### config.mk
export PLATFORM = sky130hd
export DESIGN_NAME = mem_test_gen
export DESIGN_NICKNAME = d
export VERILOG_FILES = /design/src/rtl/mem_test_pkg.sv /design/src/rtl/mem_test_pattern.sv /design/src/rtl/mem_test_gen.sv
export SDC_FILE = /design/constraint.sdc
export NUM_CORES = 1
export LEC_CHECK = 0
export CAP_MARGIN = 25
export CORE_MARGIN = 2
export CORE_UTILIZATION = 40
export CTS_CLUSTER_SIZE = 12
export DETAILED_ROUTE_END_ITERATION = 12
export SLEW_MARGIN = 20
export SYNTH_ARGS = -nofsm -noshare
export SYNTH_HDL_FRONTEND = slang
export SYNTH_SLANG_ARGS = --single-unit
export TNS_END_PERCENT = 100
### constraint.sdc
create_clock -name pClk -period 5.04 [get_ports pClk]
set_clock_uncertainty 0.15 [all_clocks]
set_input_delay 1.008 -clock pClk [delete_from_list [all_inputs] [get_ports pClk]]
set_output_delay 1.008 -clock pClk [all_outputs]
set_load 0.02 [all_outputs]
### src/rtl/mem_test_pkg.sv
// Shared types and constants for the memory test generator.
package mem_test_pkg;

    localparam int unsigned DEF_DATA_WIDTH       = 64;
    localparam int unsigned DEF_ADDR_WIDTH       = 26;
    localparam int unsigned DEF_BYTEEN_WIDTH     = 8;
    localparam int unsigned DEF_BURSTCOUNT_WIDTH = 7;
    localparam int unsigned DEF_RD_LAT           = 4;
    localparam int unsigned DEF_MAX_OUTSTANDING  = 8;

    // Right-shifting Galois mask for taps 64,63,61,60
    localparam logic [63:0] LFSR_TAPS = 64'hD800_0000_0000_0000;

    typedef enum logic [2:0] {
        ST_IDLE,
        ST_WR_ISSUE,
        ST_RD_ISSUE,
        ST_RD_DRAIN,
        ST_FINISH
    } state_e;

endpackage

### src/rtl/mem_test_pattern.sv
// Test pattern word generator: incrementing sequence, or a Galois LFSR
// when MEM_TEST_LFSR_EN is defined.
module mem_test_pattern
    import mem_test_pkg::*;
#(
    parameter int unsigned DATA_WIDTH = DEF_DATA_WIDTH
) (
    input  logic                  clk,
    input  logic                  rst_n,
    input  logic                  load,
    input  logic                  advance,
    input  logic [DATA_WIDTH-1:0] seed,
    output logic [DATA_WIDTH-1:0] word
);

    logic [DATA_WIDTH-1:0] word_q, word_d;

    always_comb begin
        word_d = word_q;
        if (load) begin
`ifdef MEM_TEST_LFSR_EN
            word_d = (seed == '0) ? DATA_WIDTH'(1) : seed;
`else
            word_d = seed;
`endif
        end else if (advance) begin
`ifdef MEM_TEST_LFSR_EN
            word_d = (word_q >> 1) ^ (word_q[0] ? DATA_WIDTH'(LFSR_TAPS) : '0);
`else
            word_d = word_q + DATA_WIDTH'(1);
`endif
        end
    end

    always_ff @(posedge clk or negedge rst_n) begin
        if (!rst_n) word_q <= '0;
        else        word_q <= word_d;
    end

    assign word = word_q;

endmodule

### src/rtl/mem_test_gen.sv
// Memory write/read-back test generator. Pattern selected by MEM_TEST_LFSR_EN
// (LFSR when defined, incrementing words otherwise).
module mem_test_gen
    import mem_test_pkg::*;
#(
    parameter int unsigned DATA_WIDTH       = DEF_DATA_WIDTH,
    parameter int unsigned ADDR_WIDTH       = DEF_ADDR_WIDTH,
    parameter int unsigned BYTEEN_WIDTH     = DEF_BYTEEN_WIDTH,
    parameter int unsigned BURSTCOUNT_WIDTH = DEF_BURSTCOUNT_WIDTH,
    parameter int unsigned RD_LAT           = DEF_RD_LAT,
    parameter int unsigned MAX_OUTSTANDING  = DEF_MAX_OUTSTANDING
) (
    input  logic                        pClk,
    input  logic                        SoftReset_n,
    input  logic                        start,
    input  logic [ADDR_WIDTH-1:0]       base_addr,
    input  logic [ADDR_WIDTH-1:0]       num_words,
    input  logic [DATA_WIDTH-1:0]       seed,
    output logic                        busy,
    output logic                        done,
    output logic                        pass,
    output logic                        timeout_err,
    output logic [31:0]                 err_count,
    output logic [ADDR_WIDTH-1:0]       first_err_addr,
    output logic                        write,
    output logic                        read,
    output logic [DATA_WIDTH-1:0]       writedata,
    output logic [ADDR_WIDTH-1:0]       address,
    output logic [BYTEEN_WIDTH-1:0]     byteenable,
    output logic [BURSTCOUNT_WIDTH-1:0] burstcount,
    output logic [2:0]                  readdata_sel,
    output logic                        read_ddr_data,
    input  logic                        ddr_data_ready,
    input  logic [DATA_WIDTH-1:0]       readdata,
    input  logic                        cmd_fifo_full,
    input  logic                        ddr_write_timeout,
    input  logic                        ddr_read_timeout
);

    localparam int unsigned OUT_W = $clog2(MAX_OUTSTANDING + 1);

    state_e                  state_q, state_d;
    logic                    busy_q, busy_d, done_q, done_d, pass_q, pass_d;
    logic                    tmo_q, tmo_d, cmd_valid_q, cmd_valid_d, pop_q, pop_d;
    logic [31:0]             err_q, err_d;
    logic [ADDR_WIDTH-1:0]   ferr_q, ferr_d, base_q, base_d, num_q, num_d;
    logic [ADDR_WIDTH-1:0]   cnt_q, cnt_d, cmp_addr_q, cmp_addr_d, address_q, address_d;
    logic [DATA_WIDTH-1:0]   writedata_q, writedata_d;
    logic [OUT_W-1:0]        outst_q, outst_d;
    logic [RD_LAT-1:0]       vld_q, vld_d;

    logic                    cmd_accept, wr_fire, rd_fire, sample, rd_phase;
    logic                    pat_load, wr_adv, exp_adv;
    logic [DATA_WIDTH-1:0]   wr_word, exp_word;

    mem_test_pattern #(.DATA_WIDTH(DATA_WIDTH)) u_wr_pat (
        .clk(pClk), .rst_n(SoftReset_n), .load(pat_load), .advance(wr_adv),
        .seed(seed), .word(wr_word)
    );

    mem_test_pattern #(.DATA_WIDTH(DATA_WIDTH)) u_exp_pat (
        .clk(pClk), .rst_n(SoftReset_n), .load(pat_load), .advance(exp_adv),
        .seed(seed), .word(exp_word)
    );

    // A loaded command is held until the queue accepts it; the pulse never
    // appears in a cycle where the queue reports full.
    assign cmd_accept = cmd_valid_q && !cmd_fifo_full;
    assign wr_fire    = cmd_accept && (state_q == ST_WR_ISSUE);
    assign rd_fire    = cmd_accept && (state_q == ST_RD_ISSUE);
    assign rd_phase   = (state_q == ST_RD_ISSUE) || (state_q == ST_RD_DRAIN);
    assign sample     = vld_q[RD_LAT-1] && rd_phase;

    always_comb begin
        state_d     = state_q;
        busy_d      = busy_q;
        done_d      = 1'b0;
        pass_d      = pass_q;
        tmo_d       = tmo_q;
        err_d       = err_q;
        ferr_d      = ferr_q;
        base_d      = base_q;
        num_d       = num_q;
        cnt_d       = cnt_q;
        cmp_addr_d  = cmp_addr_q;
        address_d   = address_q;
        writedata_d = writedata_q;
        cmd_valid_d = cmd_valid_q;
        pat_load    = 1'b0;
        wr_adv      = 1'b0;
        exp_adv     = 1'b0;
        outst_d     = outst_q + OUT_W'(rd_fire) - OUT_W'(pop_q);
        vld_d       = (vld_q << 1) | RD_LAT'(pop_q);
        pop_d       = rd_phase && ddr_data_ready && (outst_q != '0) && !pop_q;

        // Compare returned data against the regenerated stream in issue order
        if (sample) begin
            exp_adv    = 1'b1;
            cmp_addr_d = cmp_addr_q + ADDR_WIDTH'(1);
            if (readdata != exp_word) begin
                if (err_q != '1)  err_d  = err_q + 32'd1;
                if (err_q == '0)  ferr_d = cmp_addr_q;
            end
        end

        case (state_q)
            ST_IDLE: begin
                if (start) begin
                    busy_d     = 1'b1;
                    err_d      = '0;
                    ferr_d     = '0;
                    tmo_d      = 1'b0;
                    pass_d     = 1'b0;
                    base_d     = base_addr;
                    num_d      = num_words;
                    cnt_d      = '0;
                    cmp_addr_d = base_addr;
                    pat_load   = 1'b1;
                    if (num_words == '0) begin
                        state_d = ST_FINISH;
                        done_d  = 1'b1;
                        pass_d  = 1'b1;
                    end else begin
                        state_d = ST_WR_ISSUE;
                    end
                end
            end
            ST_WR_ISSUE: begin
                if (cmd_accept) begin
                    cmd_valid_d = 1'b0;
                    if (cnt_q == num_q) begin
                        state_d = ST_RD_ISSUE;
                        cnt_d   = '0;
                    end
                end else if (!cmd_valid_q && (cnt_q != num_q)) begin
                    address_d   = base_q + cnt_q;
                    writedata_d = wr_word;
                    wr_adv      = 1'b1;
                    cnt_d       = cnt_q + ADDR_WIDTH'(1);
                    cmd_valid_d = 1'b1;
                end
            end
            ST_RD_ISSUE: begin
                if (cmd_accept) begin
                    cmd_valid_d = 1'b0;
                    if (cnt_q == num_q) state_d = ST_RD_DRAIN;
                end else if (!cmd_valid_q && (cnt_q != num_q) &&
                             (outst_q < OUT_W'(MAX_OUTSTANDING))) begin
                    address_d   = base_q + cnt_q;
                    cnt_d       = cnt_q + ADDR_WIDTH'(1);
                    cmd_valid_d = 1'b1;
                end
            end
            ST_RD_DRAIN: begin
                if ((outst_q == '0) && (vld_q == '0)) begin
                    state_d = ST_FINISH;
                    done_d  = 1'b1;
                    pass_d  = (err_d == '0) && !tmo_q;
                end
            end
            ST_FINISH: begin
                state_d = ST_IDLE;
                busy_d  = 1'b0;
            end
            default: state_d = ST_IDLE;
        endcase

        // Memory timeout abandons everything in flight
        if ((ddr_write_timeout || ddr_read_timeout) &&
            ((state_q == ST_WR_ISSUE) || rd_phase)) begin
            state_d     = ST_FINISH;
            tmo_d       = 1'b1;
            done_d      = 1'b1;
            pass_d      = 1'b0;
            cmd_valid_d = 1'b0;
            outst_d     = '0;
            vld_d       = '0;
            pop_d       = 1'b0;
        end
    end

    always_ff @(posedge pClk or negedge SoftReset_n) begin
        if (!SoftReset_n) begin
            state_q     <= ST_IDLE;
            busy_q      <= 1'b0;
            done_q      <= 1'b0;
            pass_q      <= 1'b0;
            tmo_q       <= 1'b0;
            err_q       <= '0;
            ferr_q      <= '0;
            base_q      <= '0;
            num_q       <= '0;
            cnt_q       <= '0;
            cmp_addr_q  <= '0;
            address_q   <= '0;
            writedata_q <= '0;
            cmd_valid_q <= 1'b0;
            outst_q     <= '0;
            vld_q       <= '0;
            pop_q       <= 1'b0;
        end else begin
            state_q     <= state_d;
            busy_q      <= busy_d;
            done_q      <= done_d;
            pass_q      <= pass_d;
            tmo_q       <= tmo_d;
            err_q       <= err_d;
            ferr_q      <= ferr_d;
            base_q      <= base_d;
            num_q       <= num_d;
            cnt_q       <= cnt_d;
            cmp_addr_q  <= cmp_addr_d;
            address_q   <= address_d;
            writedata_q <= writedata_d;
            cmd_valid_q <= cmd_valid_d;
            outst_q     <= outst_d;
            vld_q       <= vld_d;
            pop_q       <= pop_d;
        end
    end

    assign busy           = busy_q;
    assign done           = done_q;
    assign pass           = pass_q;
    assign timeout_err    = tmo_q;
    assign err_count      = err_q;
    assign first_err_addr = ferr_q;
    assign write          = wr_fire;
    assign read           = rd_fire;
    assign writedata      = writedata_q;
    assign address        = address_q;
    assign byteenable     = '1;
    assign burstcount     = BURSTCOUNT_WIDTH'(1);
    assign readdata_sel   = 3'd0;
    assign read_ddr_data  = pop_q;

endmodule

==> results of run 1 <==
==> stage by stage <==
stage,setup WS [ns],instance area (sq um),total power [mW]
detailed placement,0.431,25000,11.2
CTS,1.02,26400,14.4
global route,0.746,26400,15.2
floorplan,1.74,20900,8.87
finish,1.00,26400,14.4
global placement,0.425,25000,11.1
==> worst max-delay path, stage by stage <==
cell,delay [ns]
clkdlybuf4s50_1,0.43
xor2_1,0.15
nor4_1,0.73
nand4_1,0.15
nor4_1,0.41
buf_4,0.21
and3b_4,0.27
and3_4,0.20
and4_1,0.22
mux2i_1,0.15
o2111ai_1,0.16
o31ai_1,0.26
==> placed cells by master (no fill, tap or decap), types with 16 or more instances in the layout <==
master,synthesis,routed
clkdlybuf4s50_1,0,340
a21oi_1,160,160
conb_1,2,18
dfrtp_1,397,397
buf_4,22,19
nor2_1,221,220
ha_1,36,36
mux2_2,84,84
and2_1,16,16
inv_1,37,37
nand3_1,78,78
clkbuf_16,0,45
nor4_1,33,33
mux2i_1,35,35
and4_1,19,19
nand4_1,60,60
nand2_1,252,252
o21ai_0,57,57
a21o_1,16,16
and3_1,56,56
xor2_1,176,176
xnor2_1,143,143
nor3_1,39,38
==> flip-flops by register name, summed over array words and instances, names as in the netlist, 3 cells and up <==
name / flops
u_exp_pat.word: 64
writedata: 64
vld_q: 4
state_q: 3
cnt_q: 26
address: 26
err_count: 32
first_err_addr: 26
cmp_addr_q: 26
u_wr_pat.word: 64
outst_q: 4
num_q: 26
base_q: 26
==> kinds of logic (layout without fill, tap and decap cells) <==
logic type                 after synthesis  after routing  synth area share (%)
and+or+nand+nor                        840            840                  19.6
xor gates and xnor gates               319            319                  13.4
buffers and inverters                  146            479                  3.16
other                                    2             20                0.0360
adders and majority gates               38             38                  2.35
muxes                                  119            119                  6.22
AOI/OAI and AO/OA                      278            278                  7.58
DFF                                    397            397                  47.6
==> area by class of cell <==
class                      count  share of cell area [%]
multi-input combinational   1612                    39.2
sequential                   397                    37.6
timing repair buffer         368                    14.1
clock buffer                  69                    5.03
tap                          680                    3.22
inverter                      37                   0.526
clock inverter                 5                   0.284
antenna                        2                  0.0190
==> per-layer routing <==
metal / vias up / GRT usage, %
met5: - / 0
met4: 12 / 9.05
met3: 128 / 4.06
met2: 522 / 38.0
met1: 8414 / 33.3
li1: 7943 / -
==> power by group through the flow <==
stage / logic [mW] / registers, mW / clock network (mW)
CTS: 5.43 / 5.74 / 3.28
global route: 5.91 / 5.91 / 3.40
floorplan: 3.16 / 5.71 / 0
finish: 5.40 / 5.76 / 3.20
detailed placement: 5.39 / 5.77 / 0
global placement: 5.31 / 5.75 / 0
==> worst max path at each step <==
stage / slack, ns / end / depth (start not counted) / start
after floorplan: 1.74 / pass / 11 / readdata[36]
after global placement: 0.43 / pass / 12 / readdata[13]
after detailed placement: 0.43 / pass / 12 / readdata[27]
after CTS: 1.02 / read / 4 / cmd_fifo_full
after global routing: 0.75 / pass / 12 / readdata[27]
final: 1.00 / pass / 12 / readdata[27]
==> results by group, run 1 <==
Status
  – Status: completed

Routing
  – WL met3: 3800 um
  – M1 WL: 29100 um
  – Top Layer Used: met5
  – Wirelength, routed: 65600 um
  – DRT iter0 DRCs: 1152
  – Met2 wire length: 30300 um
  – Residual DRC: 0
  – Vias: 17000
  – First drt pass iteration count: 7
  – Via density: 5.37
  – Final ANT Viol Nets: 0
  – WL/cell: 20.7 um

Synth
  – Ys flop type: dfrtp_1
  – FFs w/ async S/R, synth: 100%
  – Top cells by area, synth: dfrtp_1 (48%), xor2_1 (7.4%), xnor2_1 (6.0%)
  – Share of the synthesized area in the top cell type: 47.6%
  – Post-synth top cells: dfrtp_1 (397), nand2_1 (252), nor2_1 (221)
  – Post-synth EDFFs: 0
  – Mapped Area: 0.0209 sq mm
  – Avg Cell Area, Syn: 9.75 sq um
  – Syn Inst Count: 2139
  – Sequential share of the synthesized area: 47.6%
  – Count leader, synth: dfrtp_1
  – Cell variety after synth: 68
  – Yosys top cell by area: dfrtp_1
  – #FFs+latches synth: 397
  – Synth warnings: 0

Timing
  – Setup_tns: 0 ns
  – Worst Tran Pin Value: 0.957 ns
  – RSZ-0062 raised after global routing: false
  – Achievable Freq: 248 MHz
  – Final setup fails: 0
  – Max Slew Vio Count: 0
  – Final hold slack: 0.270 ns
  – Share of the clock period used by the worst path after layout: 80.1%
  – Relative slew slack: 36.2%
  – Tmin final: 4.04 ns
  – Fin. Hold Viols: 0

Floorplanning
  – Row cnt: 83
  – Starting Density: 40.6%
  – DIE AREA: 0.0540 sq mm
  – Die X: 232 um
  – Ports: 360
  – Die H: 232 um
  – Core area: 0.0514 sq mm

Cells and area
  – Fill count: 4768
  – Post-layout util: 51.3%
  – Fraction of layout cells with a size suffix above 1: 8.12%
  – Multi-input logic area: 0.0103 sq mm
  – FF+latch area: 0.00993 sq mm
  – P&R area growth vs syn: 26.5%
  – Non-filler cells, final: 3170
  – Layout Nets: 2685

Clocking
  – CTS tree: yes
  – Clock sink total: 397
  – Post_cts resized: 0
  – Max H-tree Level: 2
  – Hold_buf cts: 0
  – Post-CTS setup buffer count: 0
  – Skew-Pair Late Insertion Delay: 0.57 ns
  – Clock-pin slew on the worst setup and hold paths: 0.06 ns
  – CTS root buf: clkbuf_16
  – Clock buffer depth: 3
  – CTS Buf Count: 44

Worst setup path
  – CP Launch Type: primary input
  – Arrival @ worst endpoint: 4.36 ns
  – Critical Path RT: 5.36 ns
  – Worst r2r src: cnt_q[0]
  – Worst r2r dst: address[24]
  – R2R depth: 13
  – CP endpoint kind: register
  – Crit-path max FO: 15
  – R2R Setup Slk: 1.02 ns
  – Crit path kind: in2reg

Global routing
  – Number of global-route vias before repair: 17000
  – First-pass GRT wire length: 101000 um
  – Total track usage: 24.2%
  – GR Overflow Total: 0
  – Antenna violations before repair: 9
  – Largest net degree at the start of global routing: 88

Power
  – Int Power: 8.79 mW
  – Max rail drop VDD: 0.000324 V
  – Comb power frac: 37.6%
  – Leak: 11.2 nW
  – Clock network power share: 22.3%
  – NetSw: 5.57 mW
  – Part of the power in registers: 40.1%
  – Switching share of power: 38.8%
  – Total power per unit cell area: 544 mW/mm^2

Placement
  – HPWL after DPL: 49000 um
  – Placer's final routability congestion estimate: 0.894
  – Placed insts: 3094
  – PortBufs: 341

Run
  – Max-Cap Viols: 0

Hold path
  – Hold crit path type: in2async
No activity file was read; power rests on OpenSTA's default activity.
==> inputs of run 2 (changes only) <==
PLACE_DENSITY = 0.66   (was not set)
clock period = 3.4 ns   (was 5.04 ns; I/O delays follow)
==> run 2 against run 1 <==
  * The run now ends with negative setup slack left
  * Sequential power rose by 47%
  * Register-to-register slack lost 1.1 ns
  * Sequential share of layout area down 1.6 points
  * Setup slack worse by 1.1 ns
  * Critical path type unchanged
  * Critical endpoint unchanged
  * Largest cell class unchanged
  * Highest routed layer unchanged
==> results by group, run 2 (synthesis gave the netlist of run 1 again) <==
Floorplanning
  – Starting Density: 40.6%
  – Ports: 360
  – Die X: 232 um
  – Die H: 232 um
  – DIE AREA: 0.0540 sq mm
  – Core area: 0.0514 sq mm
  – Row cnt: 83

Worst setup path
  – CP endpoint kind: register
  – Worst r2r dst: pass
  – Buf/Inv on CP: 2
  – WP depth: 12
  – Crit path kind: in2reg
  – R2R Setup Slk: -0.03 ns
  – Worst r2r src: u_exp_pat.word[17]
  – Critical path's largest stage delay: 0.47 ns
  – CP max-delay cell: clkdlybuf4s50_1
  – Worst setup path end: pass
  – Top delay family on crit path: simple AND/OR/NAND/NOR gates
  – R2R depth: 12
  – Critical Path RT: 3.74 ns
  – Worst path cell trace: clkdlybuf4s50_1 > xor2_1 > nor4_2 > nand4_1 > nor4_4 > buf_4 > and3b_4 > mux2i_2 > nor4_2 > and4_1 > nand4_1 > o31ai_2
  – Arrival @ worst endpoint: 3.80 ns
  – CP Launch Type: primary input
  – CP startpoint: readdata[6]
  – Crit-path max FO: 6

Power
  – Switching share of power: 38.3%
  – Comb power frac: 38.4%
  – Leak: 11.9 nW
  – Int Power: 13.6 mW
  – Max rail drop VDD: 0.000545 V
  – Clock network power share: 23.3%
  – Total power per unit cell area: 800 mW/mm^2
  – Part of the power in registers: 38.3%
  – NetSw: 8.48 mW

Clocking
  – Clock buffer depth: 3
  – Skew-Pair Late Insertion Delay: 0.57 ns
  – Clock-pin slew on the worst setup and hold paths: 0.06 ns
  – CTS Buf Count: 46
  – Clock sink total: 397
  – CTS root buf: clkbuf_16
  – Max H-tree Level: 2
  – CTS tree: yes

Timing
  – Share of the clock period used by the worst path after layout: 102%
  – Fin. Hold Viols: 0
  – Final worst slack: -0.0567 ns
  – Final setup fails: 1
  – Achievable Freq: 289 MHz
  – Max Slew Vio Count: 0
  – Worst Tran Pin Value: 0.726 ns
  – Tmin final: 3.46 ns
  – RSZ-0062 raised after global routing: true
  – Relative slew slack: 51.6%

Routing
  – Via density: 5.35
  – Final ANT Viol Nets: 0
  – Residual DRC: 0
  – Vias: 17500
  – First drt pass iteration count: 5
  – WL/cell: 20.1 um
  – Wirelength, routed: 65800 um
  – DRT iter0 DRCs: 1285

Placement
  – Placer's final routability congestion estimate: 0.940
  – HPWL after DPL: 49500 um
  – PortBufs: 341
  – Placed Area: 0.0257 sq mm

Global routing
  – GR Overflow Total: 0
  – Number of global-route vias before repair: 17500
  – Largest net degree at the start of global routing: 110
  – Global-route met1 utilization: 32.0%
  – Total track usage: 24.0%
  – First-pass GRT wire length: 101000 um
  – Antenna violations before repair: 5
  – GR Util met2: 39.1%
  – Met3 usage: 4.26%
  – GR peak layer: met2

Cells and area
  – Design area: 0.0276 sq mm
  – Most frequent cells in the layout: dfrtp_1 (389), clkdlybuf4s50_1 (332), nand2_1 (251), nor2_1 (219), xor2_1 (174)
  – Post-layout util: 53.7%
  – Layout Nets: 2786
  – Commonest non-fill, non-tap cell in the layout: dfrtp_1
  – Fraction of layout cells with a size suffix above 1: 13.6%
  – P&R area growth vs syn: 32.5%

Hold path
  – Hold crit path type: reg2reg

Status
  – Status: finished with violations
  – Failing checks: negative setup slack

Run
  – Max-Cap Viols: 0
-- run 2: cell types whose count changed in the layout (fill, tap and decap cells not counted), moves of 8 or more --
cell,delta
buf_4,+93
nor4_1,-9
clkdlybuf4s50_1,-8
dfrtp_1,-8
dfrtp_2,+8
-- run 2: per-layer routing --
layer | vias up | part of all wire [%]
met3 | 132 | 5.7
met2 | 505 | 48
met4 | 8 | 3.1
met5 | - | 0.074
li1 | 8153 | -
met1 | 8723 | 43
-- run 2: how the worst min path moves through the flow --
stage / start / to / cells past startpoint
final: address[21] / address[21] / 1
after detailed placement: base_q[0] / base_q[0] / 2
after global placement: vld_q[2] / vld_q[3] / 1
after CTS: vld_q[2] / vld_q[3] / 1
after floorplan: SoftReset_n / address[0] / 0
after global routing: num_q[22] / num_q[22] / 2
-- run 2: stage by stage --
step | hold slack [ns] | worst slack (ns) | TNS, ns | instances | total power [mW]
after floorplan | 0.234 | 0.267 | 0 | 2155 | 13.1
after global placement | 0.327 | -1.13 | -39.35 | 3180 | 16.6
after detailed placement | 0.330 | -1.07 | -35.07 | 3180 | 16.8
after CTS | 0.348 | 0.00954 | 0 | 3266 | 22.1
after global routing | 0.365 | -0.176 | -0.183 | 3277 | 23.4
final | 0.342 | -0.0567 | -0.0567 | 3278 | 22.1
-- run 2: final cells by class --
class	count	area, sq um
clock buffer	68	1360
tap	680	851
sequential	397	9940
inverter	37	139
clock inverter	15	213
multi-input combinational	1612	10600
timing repair buffer	467	4540
fill	4623	23800
antenna	2	5.00
-- run 2: power by group through the flow --
stage / registers [mW] / logic, mW / clock network (mW)
2_1_floorplan: 8.46 / 4.68 / 0
3_3_place_gp: 8.45 / 8.13 / 0
3_5_place_dp: 8.49 / 8.29 / 0
4_1_cts: 8.45 / 8.39 / 5.28
5_1_grt: 8.70 / 9.26 / 5.44
6_report: 8.47 / 8.49 / 5.15
-- run 2: repair_timing --
item | in CTS | in global routing
pin swaps | 8 | 23
endpoints found under the setup margin | 22 | 32
endpoints found under the hold margin | 19 | 0
resized for setup | 19 | 48
hold buffers | 1 | 0
setup buffers | 2 | 10
